File: src/rtl/packet_echo_responder.sv
// UART packet echo: receives PACKET_SIZE 8N1 bytes on rxd, then replays them
// back to back on txd. Partial packets are dropped on a framing error or gap timeout.
module packet_echo_responder #(
    parameter int unsigned PACKET_SIZE  = 15,
    parameter int unsigned CLKS_PER_BIT = 104,
    parameter int unsigned GAP_BITS     = 20
) (
    input  logic        clk,
    input  logic        rst,
    input  logic        rxd,
    output logic        txd,
    output logic        busy,
    output logic        frame_err,
    output logic [15:0] pkt_count
);

    localparam int unsigned IDX_W      = (PACKET_SIZE > 1) ? $clog2(PACKET_SIZE) : 1;
    localparam int unsigned TMR_W      = $clog2(CLKS_PER_BIT);
    localparam int unsigned GAP_CYCLES = GAP_BITS * CLKS_PER_BIT;
    localparam int unsigned GAP_W      = $clog2(GAP_CYCLES + 1);

    localparam logic [TMR_W-1:0] TMR_LAST = TMR_W'(CLKS_PER_BIT - 1);
    localparam logic [TMR_W-1:0] TMR_HALF = TMR_W'(CLKS_PER_BIT / 2 - 1);
    localparam logic [GAP_W-1:0] GAP_LAST = GAP_W'(GAP_CYCLES - 1);
    localparam logic [IDX_W-1:0] IDX_LAST = IDX_W'(PACKET_SIZE - 1);

    typedef enum logic [2:0] {
        S_IDLE, S_START, S_DATA, S_STOP,
        S_RESPOND, S_TX_START, S_TX_DATA, S_TX_STOP
    } state_t;

    state_t           state_q;
    logic             rx_meta_q, rx_sync_q, rx_prev_q;
    logic [TMR_W-1:0] tmr_q;
    logic [GAP_W-1:0] gap_q;
    logic [2:0]       bit_cnt_q;
    logic [7:0]       rx_shift_q, tx_shift_q;
    logic [IDX_W-1:0] byte_idx_q, tx_idx_q;
    logic             txd_q, busy_q, frame_err_q;
    logic [15:0]      pkt_count_q;
    logic [7:0]       buf_q [PACKET_SIZE];

    logic             buf_we_c;
    logic [7:0]       tx_byte_c;

    assign txd       = txd_q;
    assign busy      = busy_q;
    assign frame_err = frame_err_q;
    assign pkt_count = pkt_count_q;

    assign buf_we_c  = (state_q == S_STOP) && (tmr_q == TMR_LAST) && rx_sync_q;
    assign tx_byte_c = buf_q[tx_idx_q];

    // Packet buffer carries no reset; it is always written before it is replayed.
    always_ff @(posedge clk) begin
        if (buf_we_c) begin
            buf_q[byte_idx_q] <= rx_shift_q;
        end
    end

    always_ff @(posedge clk or posedge rst) begin
        if (rst) begin
            state_q     <= S_IDLE;
            rx_meta_q   <= 1'b1;
            rx_sync_q   <= 1'b1;
            rx_prev_q   <= 1'b1;
            tmr_q       <= '0;
            gap_q       <= '0;
            bit_cnt_q   <= '0;
            rx_shift_q  <= '0;
            tx_shift_q  <= '0;
            byte_idx_q  <= '0;
            tx_idx_q    <= '0;
            txd_q       <= 1'b1;
            busy_q      <= 1'b0;
            frame_err_q <= 1'b0;
            pkt_count_q <= '0;
        end else begin
            rx_meta_q   <= rxd;
            rx_sync_q   <= rx_meta_q;
            rx_prev_q   <= rx_sync_q;
            frame_err_q <= 1'b0;
            tmr_q       <= tmr_q + TMR_W'(1);
            gap_q       <= '0;

            case (state_q)
                S_IDLE: begin
                    tmr_q <= '0;
                    if (rx_prev_q && !rx_sync_q) begin
                        state_q <= S_START;
                    end else if (byte_idx_q != '0) begin
                        // Inter-byte timeout drops a stalled partial packet
                        if (gap_q == GAP_LAST) begin
                            byte_idx_q <= '0;
                        end else begin
                            gap_q <= gap_q + GAP_W'(1);
                        end
                    end
                end
                S_START: begin
                    if (tmr_q == TMR_HALF) begin
                        tmr_q     <= '0;
                        bit_cnt_q <= '0;
                        state_q   <= rx_sync_q ? S_IDLE : S_DATA;
                    end
                end
                S_DATA: begin
                    if (tmr_q == TMR_LAST) begin
                        tmr_q      <= '0;
                        rx_shift_q <= {rx_sync_q, rx_shift_q[7:1]};
                        bit_cnt_q  <= bit_cnt_q + 3'd1;
                        if (bit_cnt_q == 3'd7) begin
                            state_q <= S_STOP;
                        end
                    end
                end
                S_STOP: begin
                    if (tmr_q == TMR_LAST) begin
                        tmr_q <= '0;
                        if (!rx_sync_q) begin
                            frame_err_q <= 1'b1;
                            byte_idx_q  <= '0;
                            state_q     <= S_IDLE;
                        end else if (byte_idx_q == IDX_LAST) begin
                            byte_idx_q <= '0;
                            busy_q     <= 1'b1;
                            state_q    <= S_RESPOND;
                        end else begin
                            byte_idx_q <= byte_idx_q + IDX_W'(1);
                            state_q    <= S_IDLE;
                        end
                    end
                end
                S_RESPOND: begin
                    tmr_q    <= '0;
                    tx_idx_q <= '0;
                    txd_q    <= 1'b0;
                    state_q  <= S_TX_START;
                end
                S_TX_START: begin
                    if (tmr_q == TMR_LAST) begin
                        tmr_q      <= '0;
                        bit_cnt_q  <= '0;
                        txd_q      <= tx_byte_c[0];
                        tx_shift_q <= {1'b1, tx_byte_c[7:1]};
                        state_q    <= S_TX_DATA;
                    end
                end
                S_TX_DATA: begin
                    if (tmr_q == TMR_LAST) begin
                        tmr_q     <= '0;
                        bit_cnt_q <= bit_cnt_q + 3'd1;
                        if (bit_cnt_q == 3'd7) begin
                            txd_q   <= 1'b1;
                            state_q <= S_TX_STOP;
                        end else begin
                            txd_q      <= tx_shift_q[0];
                            tx_shift_q <= {1'b1, tx_shift_q[7:1]};
                        end
                    end
                end
                S_TX_STOP: begin
                    if (tmr_q == TMR_LAST) begin
                        tmr_q <= '0;
                        if (tx_idx_q == IDX_LAST) begin
                            busy_q      <= 1'b0;
                            pkt_count_q <= pkt_count_q + 16'd1;
                            state_q     <= S_IDLE;
                        end else begin
                            tx_idx_q <= tx_idx_q + IDX_W'(1);
                            txd_q    <= 1'b0;
                            state_q  <= S_TX_START;
                        end
                    end
                end
                default: state_q <= S_IDLE;
            endcase
        end
    end

endmodule

File: config.mk
export PLATFORM = sky130hd
export DESIGN_NAME = packet_echo_responder
export DESIGN_NICKNAME = d
export VERILOG_FILES = /design/src/rtl/packet_echo_responder.sv
export SDC_FILE = /design/constraint.sdc
export NUM_CORES = 1
export LEC_CHECK = 0
export CAP_MARGIN = 30
export CORE_MARGIN = 2
export CORE_UTILIZATION = 30
export CTS_CLUSTER_SIZE = 25
export DETAILED_ROUTE_END_ITERATION = 16
export SLEW_MARGIN = 0
export SYNTH_ARGS = -nofsm -noshare
export SYNTH_HDL_FRONTEND = slang
export SYNTH_SLANG_ARGS = --single-unit
export TNS_END_PERCENT = 30
File: constraint.sdc
create_clock -name clk -period 3.4 [get_ports clk]
set_input_delay 0.34 -clock clk [delete_from_list [all_inputs] [get_ports clk]]
set_output_delay 0.34 -clock clk [all_outputs]
set_load 0.02 [all_outputs]
* Word-level counts from Yosys, hierarchy flattened *
Memories as Yosys holds them, arrays and structs flattened.
Cells that the tools add are included.

storage, ports and cells
  flip-flop bits (word level) = 71
  latch bits = 0
  bits in writable memories = 120
  bits in read-only memories = 0
  output and inout bits = 19
  logic and storage cells = 133
  memories = 1

operators by class
  add/subtract/negate cells = 6
  $mul = 0
  div/mod/pow operators = 0
  magnitude comparators = 0
  equality and inequality tests = 31
  shift-type cells = 0
  mux-type cells = 56
  bitwise operators = 0
  reductions and logical operators = 24

memory list
  name   words  bits a word  rd ports  clocked after Yosys merged registers in  write ports  RTL line  text
  buf_q  15     8            1         0                                        1            41        logic [7:0] buf_q [PACKET_SIZE];

operators with widths
  operator                 number
  $mux W12                 4
  $mux W3                  15
  $mux W4                  8
  $ne A2 B2 Y1 const B     15
  $mux W8                  3
  $pmux W3 S8              1
  $pmux W7 S3              1
  $add A16 B1 Y16 const B  1
  $pmux W4 S2              2
  $pmux W8 S2              1
  $eq A3 B3 Y1 const B     5
  $mux W1                  15
  $mux W7                  2
  $add A12 B1 Y12 const B  1
  $eq A12 B12 Y1 const B   1
  $reduce_and A5 Y1        2
  $pmux W3 S3              1
  $reduce_and A9 Y1        1
  $add A4 B1 Y4 const B    2
  $eq A4 B4 Y1 const B     2
  $reduce_and A4 Y1        2
  $reduce_bool A2 Y1       4
  $reduce_bool A4 Y1       2
  $add A7 B1 Y7 const B    1
  18 further kinds         25

* Logic depth before layout (Yosys ltp) *
Gate-level depths: netlist of the first run.

  word-level depth = 5
  depth in mapped cells = 10
  depth with buffers taken out = 7

* Least setup slack after synthesis of the first run *
Ideal clock, no wire load.

  kind = flip-flop to flip-flop
  start = register tmr_q[0]
  end = memory buf_q[1][0], enable pin
  setup time = 383 ps
  arrival = 2080 ps
  required time = 3017 ps
  slack = 937 ps
  stages on the path, launching flop included = 7
  period minus slack after synthesis = 2463 ps
  cells stage by stage = dfrtp_1 ha_1 and3b_1 nand2_2 buf_2 or3_1 nor3_1

on the way
  longest elaborated chain between the ends = 5

ends and longest elaborated chain
  element                           RTL line  text
  start: declaration                34        logic [TMR_W-1:0] tmr_q;
  start signal: assignment          83        tmr_q <= tmr_q + TMR_W'(1);
  $eq A7 B7 Y1                      51        assign buf_we_c = (state_q == S_STOP) && (tmr_q == TMR_LAST) && rx_sync_q;
  $logic_and A1 B1 Y1 (2 in a row)  51
  $mux W1                           56        if (buf_we_c) begin
  $mux W1 (implied by the code)     57        buf_q[byte_idx_q] <= rx_shift_q;
  end: declaration                  41

Every way passes these cells.

* Worst setup path in the final report of the first run *
  start = register tmr_q[0]
  end = memory buf_q[9][5], enable pin

Same word-level chain as after synthesis.

==> summary.txt, run 1 <==
Run status
  – Status: completed

Timing
  – Worst Skew: roughly 0.009 ns
  – Hold Vio Cnt, Final: 0
  – RSZ-0062 raised after global routing: no
  – Achievable frequency: between 300 and 400 MHz
  – Endpoints failing setup: 0
  – Slew Viols, Final: 0
  – Tcrit/Tclk final: between 70% and 80%
  – Max-slew headroom: between 40% and 50%
  – Tmin final: between 2 and 3 ns
  – Setup TNS: 0 ns
  – Slew @ Worst Pin: roughly 0.83 ns

Floorplan
  – # IOs: 22
  – Starting density of the core: approximately 30%
  – Full die area: between 20,000 and 30,000 sq um
  – Die X: between 150 and 200 um
  – Cell row count: 60
  – Die H: roughly 170 um
  – Core ar.: 26,700 sq um

Logic synthesis
  – Number of enable flip-flop cells after synthesis: 120
  – Ys flop type: edfxtp_1
  – Synth top area cells: edfxtp_1 44%, dfrtp_1 21%, mux4_2 6.4%
  – Adder-cell share of the synthesized area: between 1 and 1.5%
  – Post-Syn Nets: around 580
  – Yosys warns: 0
  – Seq/Total Area, Yosys: ~66%
  – Async set-reset flop share out of synthesis: a little under two fifths
  – Xor/xnor share of the synthesized area: under 10%
  – Post-synthesis cell area: around 8000 sq um
  – Synth Area in Compound Gates: 6.88%
  – Combinational family with the most area after synthesis: simple AND/OR/NAND/NOR gates
  – Area leader, netlist: edfxtp_1
  – Multiplexer share of the synthesized area: approximately a tenth
  – Flops & latches, synth: 191
  – Synth Area in Simple Gates: a little over a tenth
  – Cells after Synth: roughly 570
  – Avg Inst Size Synth: roughly 14 sq um
  – Yosys top cell area share: between 40% and 50%
  – Yosys cell types: 56

Detailed routing
  – Drt drc: 0
  – DRT Wirelength: roughly 17,000 um
  – Post-route ant nets: 0
  – Routed via count: around 4.7k
  – Vias/cell: just under 5
  – DR WL/cell: around 18 um
  – Iteration-0 DRC Markers: 408
  – Drt first pass iters: 5

Global route
  – Total gr overflow: 0
  – Grt met3 use: around 2.9%
  – M2 GR Usage: approximately a fifth
  – GRT Resource Usage Total: approximately an eighth
  – Largest net degree at the start of global routing: 36
  – Vias in the first global route: 4,735
  – Antenna violations before repair: 0
  – Met1 usage: between 10% and 20%
  – Global routing's busiest layer: met2
  – Global-route wire length before repair: between 20,000 and 30,000 um

Place
  – Port buffer count: 21
  – Dpl cells: 925
  – Post-DP Area: slightly below 9000 sq um
  – Final GP Congestion: 0.805
  – DPL Wire Length: roughly 11,000 um

Clock network
  – Maximum buffer depth of the clock tree: 2
  – # hold bufs at CTS: 0
  – H-Tree Depth: 4
  – Post CTS Setup Buffer Count: 0
  – Clk sink count: between 150 and 200
  – Worst-path clk slew: ~0.070 ns
  – CTS tree: yes
  – Worst-skew pair later-pin latency: between 0.4 and 0.5 ns
  – Num CTS Buffers: 17
  – Clock Tree Root: clkbuf_16
  – Resized cells post-CTS: 0

Finish
  – Layout Nets: just over 600
  – Area delta synth->final: 15.6%
  – Design area: 9370 sq um
  – Fin util: 35.1%
  – Cell Count, Final, Fillers Out: 957
  – Share of post-route cells with drive strength above 1: approximately 15%
  – Commonest non-fill, non-tap cells in the layout: 120 x edfxtp_1, 66 x dfrtp_1, 61 x nor2_1, 38 x nand2_1, 23 x mux4_2
  – N_diodes: 0
  – Commonest non-fill, non-tap cell in the layout: edfxtp_1

Setup path
  – Worst Setup End Kind: register
  – Flop2flop setup slack: roughly 0.77 ns
  – Worst-path cell chain: ha_1 > and3b_1 > nand2_2 > or3_1 > nor2_1
  – Kind of critical path: register to register
  – Top delay family on crit path: simple AND/OR/NAND/NOR gates
  – Worst-path fanout max: 13
  – CP arrival: around 2.7 ns
  – Worst EP required: between 3 and 4 ns
  – Slowest CP cell: nor2_1
  – Crit start category: register
  – Max incr delay on CP: 0.61 ns
  – Worst path buffer plus inverter count: 0

Power and ir drop
  – Pwr Density: just over 500 nW/um^2
  – Peak supply drop: around 0.0003 V
  – Total power: between 4 and 5 mW
  – Static leakage: roughly 3.0 nW

Worst hold path
  – Worst hold path class: input pin to async pin

Run
  – Max-cap violations: 0
==> registers in the layout, summed over array words and instances (netlist names) <==
name / count
buf_q: 120
pkt_count: 16
gap_q: 12
rx_shift_q: 8
tx_shift_q: 8
tmr_q: 7
byte_idx_q: 4
tx_idx_q: 4
bit_cnt_q: 3
state_q: 3
busy: 1
frame_err: 1
rx_meta_q: 1
rx_prev_q: 1
rx_sync_q: 1
txd: 1
==> final timing paths <==
path | from | endpoint | cells past startpoint
min in group clk | rx_meta_q$_DFF_PP1_ | rx_sync_q$_DFF_PP1_ | 0
worst min-delay path | rst | frame_err$_DFF_PP0_ | 2
max in group asynchronous | rst | pkt_count[13]$_DFFE_PP0P_ | 3
worst max register to register | tmr_q[0]$_DFF_PP0_ | buf_q[9][5]$_DFFE_PP_ | 5
worst min register to register | rx_meta_q$_DFF_PP1_ | rx_sync_q$_DFF_PP1_ | 0
worst max-delay path | tmr_q[0]$_DFF_PP0_ | buf_q[9][5]$_DFFE_PP_ | 5
==> metrics by stage <==
stage	hold WS, ns	setup WS (ns)
floorplan	0.344	0.937
global placement	0.348	0.862
detailed placement	0.348	0.752
CTS	0.343	0.736
global route	0.349	0.556
finish	0.355	0.768
==> per-layer routing <==
layer	wire, um	up-vias
li1	-	2204
met1	7850	2376
met2	8090	113
met3	600	22
met4	394	0
met5	0	-
==> cells by family (layout without fill, tap and decap cells) <==
kind of cell / Yosys count / in the layout
flip-flops: 191 / 191
AND/OR/NAND/NOR: 179 / 179
AO/OA/AOI/OAI: 82 / 82
multiplexers: 48 / 48
buffers and inverters: 37 / 79
adder cells (fa/ha/maj): 7 / 7
XOR/XNOR: 30 / 30
==> cell type report <==
type / instances / area (sq um)
Clock inverter: 15 / 201
Fill cell: 2554 / 17400
Sequential cell: 191 / 5390
Inverter: 10 / 37.5
Multi-Input combinational cell: 346 / 2560
Timing Repair Buffer: 37 / 330
Tap cell: 341 / 427
Clock buffer: 17 / 425
==> report_power, final <==
| part | internal (mW) | switching, mW |
|---|---|---|
| clock | 1.19 | 0.924 |
| combinational | 0.0427 | 0.0895 |
| sequential | 2.47 | 0.0343 |
| total | 3.70 | 1.05 |
==> synthesized netlist by cell type (8+ instances only) <==
cell      instances
xnor2_1          16
a31oi_1           9
mux4_2           23
inv_1            10
and3_1            8
a22oi_1          11
nor3_1           13
xor2_1           14
clkbuf_1         14
nor2_1           61
mux2_2           11
nand3_1          22
mux2i_1          14
edfxtp_1        120
nand2_1          38
buf_2            11
a21oi_1           9
dfrtp_1          67
o21ai_0          20
No activity file was read; power rests on OpenSTA's default activity.
==> run 2, diff against run 1 <==
Clock period 3.4 ns to 2.65 ns, I/O delays scaled along.
==> run 2 against run 1 <==
Clock-buffer cell count unchanged. Register-to-register slack got worse by 0.43 ns. Design area increased by 1.4%. Clock power increased by 27%. Die area unchanged. Critical path depth increased by 1. Largest power group unchanged.
==> summary.txt, run 2 (synthesis results as in run 1) <==
Run status
  – Status: completed

Finish
  – Filler cell count: 2,543
  – N_diodes: 0
  – Area delta synth->final: 17.2%
  – Layout Nets: 628
  – Max reg flops: 120
  – Commonest non-fill, non-tap cells in the layout: 120 x edfxtp_1, 66 x dfrtp_1, 61 x nor2_1, 38 x nand2_1, 29 x buf_4
  – Share of post-route cells with drive strength above 1: 17.6%
  – Commonest non-fill, non-tap cell in the layout: edfxtp_1
  – Reg with most FFs: buf_q

Timing
  – Achievable frequency: between 400 and 500 MHz
  – PnR worst setup slack: around 0.34 ns
  – Hold Vio Cnt, Final: 0
  – RSZ-0062 raised after global routing: no
  – Endpoints failing setup: 0
  – Setup TNS: 0 ns
  – Tcrit/Tclk final: approximately 87%
  – Slew @ Worst Pin: just over 0.7 ns
  – Worst Skew: ~0.0066 ns
  – Slew Viols, Final: 0
  – Max-slew headroom: 51.5%
  – Tmin final: 2.31 ns

Setup path
  – Worst setup path startpoint: tmr_q[0]$_DFF_PP0_
  – Kind of critical path: register to register
  – Worst-path fanout max: 13
  – Crit start category: register
  – Worst Setup End Kind: register
  – Worst EP required: 3.01 ns
  – Crit Reg-Reg Startpoint: tmr_q[0]$_DFF_PP0_
  – CP arrival: about 2.7 ns

Global route
  – GRT Resource Usage Total: around an eighth
  – Total gr overflow: 0
  – Largest net degree at the start of global routing: 72
  – Global-route wire length before repair: 26,800 um
  – Antenna violations before repair: 0
  – Vias in the first global route: 4,719

Place
  – DPL Wire Length: between 10,000 and 15,000 um
  – Port buffer count: 21
  – Dpl ws: ~0.33 ns
  – Final GP Congestion: 0.763

Floorplan
  – Die H: 168 um
  – Starting density of the core: 30.3%
  – Core ar.: ~27,000 sq um
  – Cell row count: 60
  – Die X: 168 um
  – # IOs: 22
  – Full die area: between 20,000 and 30,000 sq um

Clock network
  – Clk sink count: 191
  – # hold bufs at CTS: 0
  – Worst-path clk slew: 0.07 ns
  – H-Tree Depth: 4
  – Resized cells post-CTS: 0
  – Num CTS Buffers: 17
  – CTS tree: yes
  – Worst-skew pair later-pin latency: between 0.4 and 0.5 ns
  – Clock Tree Root: clkbuf_16
  – Maximum buffer depth of the clock tree: 2
  – Post CTS Setup Buffer Count: 0

Detailed routing
  – Drt drc: 0
  – Drt first pass iters: 4
  – DRT Wirelength: ~17,000 um
  – DR WL/cell: ~17 um
  – Post-route ant nets: 0
  – Iteration-0 DRC Markers: around 260
  – Routed via count: about 4.7k
  – Vias/cell: about 4.8

Run
  – Max-cap violations: 0

Power and ir drop
  – Peak supply drop: about 0.00034 V
  – Pwr Density: approximately 640 nW/um^2
  – Static leakage: a little over 3 nW

Worst hold path
  – Worst hold path class: input pin to async pin
[run 2: power breakdown]
| group | switching (mW) | internal [mW] | leakage, nW |
|---|---|---|---|
| clock network | 1.17 | 1.52 | 0.299 |
| registers | 0.0453 | 3.17 | 1.80 |
| logic | 0.106 | 0.0568 | 1.02 |
[run 2: critical path: stages (launching register included)]
cell and delay [ns]:
dfrtp_1 0.37, ha_1 0.25, and3b_1 0.28, nand2_2 0.19
or4_1 0.74, nor3_4 0.24, xor2_1 0.16
[run 2: cell type report]
| type | instances | area (sq um) | area share [%] |
|---|---|---|---|
| Inverter | 10 | 37.5 | 0.395 |
| Multi-Input combinational cell | 346 | 2560 | 27.0 |
| Tap cell | 341 | 427 | 4.49 |
| Clock buffer | 17 | 425 | 4.47 |
| Clock inverter | 15 | 198 | 2.08 |
| Timing Repair Buffer | 52 | 468 | 4.92 |
| Sequential cell | 191 | 5390 | 56.7 |
[run 2: stage by stage]
| step | utilization [%] | power (mW) | instance area (sq um) | instances | hold WS, ns |
|---|---|---|---|---|---|
| final | 35.6 | 6.06 | 9510 | 972 | 0.229 |
| after detailed placement | 33.2 | 3.44 | 8880 | 940 | 0.347 |
| after floorplan | - | 3.38 | 8110 | 574 | 0.269 |
| after CTS | 35.6 | 6.13 | 9510 | 972 | 0.241 |
| after global placement | 33.2 | 3.44 | 8880 | 940 | 0.346 |
| after global routing | 35.6 | 6.28 | 9510 | 972 | 0.259 |
[run 2: metal layers]
layer	track usage (%)	part of all wire [%]	vias up
met3	2.19	3.6	22
met2	19.4	48	98
li1	-	-	2245
met5	0	0	-
met4	5.06	2.0	0
met1	17.1	46	2330
[run 2: path summary, 6_finish.rpt]
| path | endpoint | slack (ns) | depth (start not counted) |
|---|---|---|---|
| max | pkt_count[15]$_DFFE_PP0P_ | 0.34 | 6 |
| min in group clk | rx_meta_q$_DFF_PP1_ | 0.30 | 1 |
| min reg2reg | rx_sync_q$_DFF_PP1_ | 0.36 | 0 |
| max reg2reg | pkt_count[15]$_DFFE_PP0P_ | 0.34 | 6 |
| max in group asynchronous | txd$_DFFE_PP1P_ | 2.10 | 3 |
| min | tmr_q[3]$_DFF_PP0_ | 0.23 | 3 |
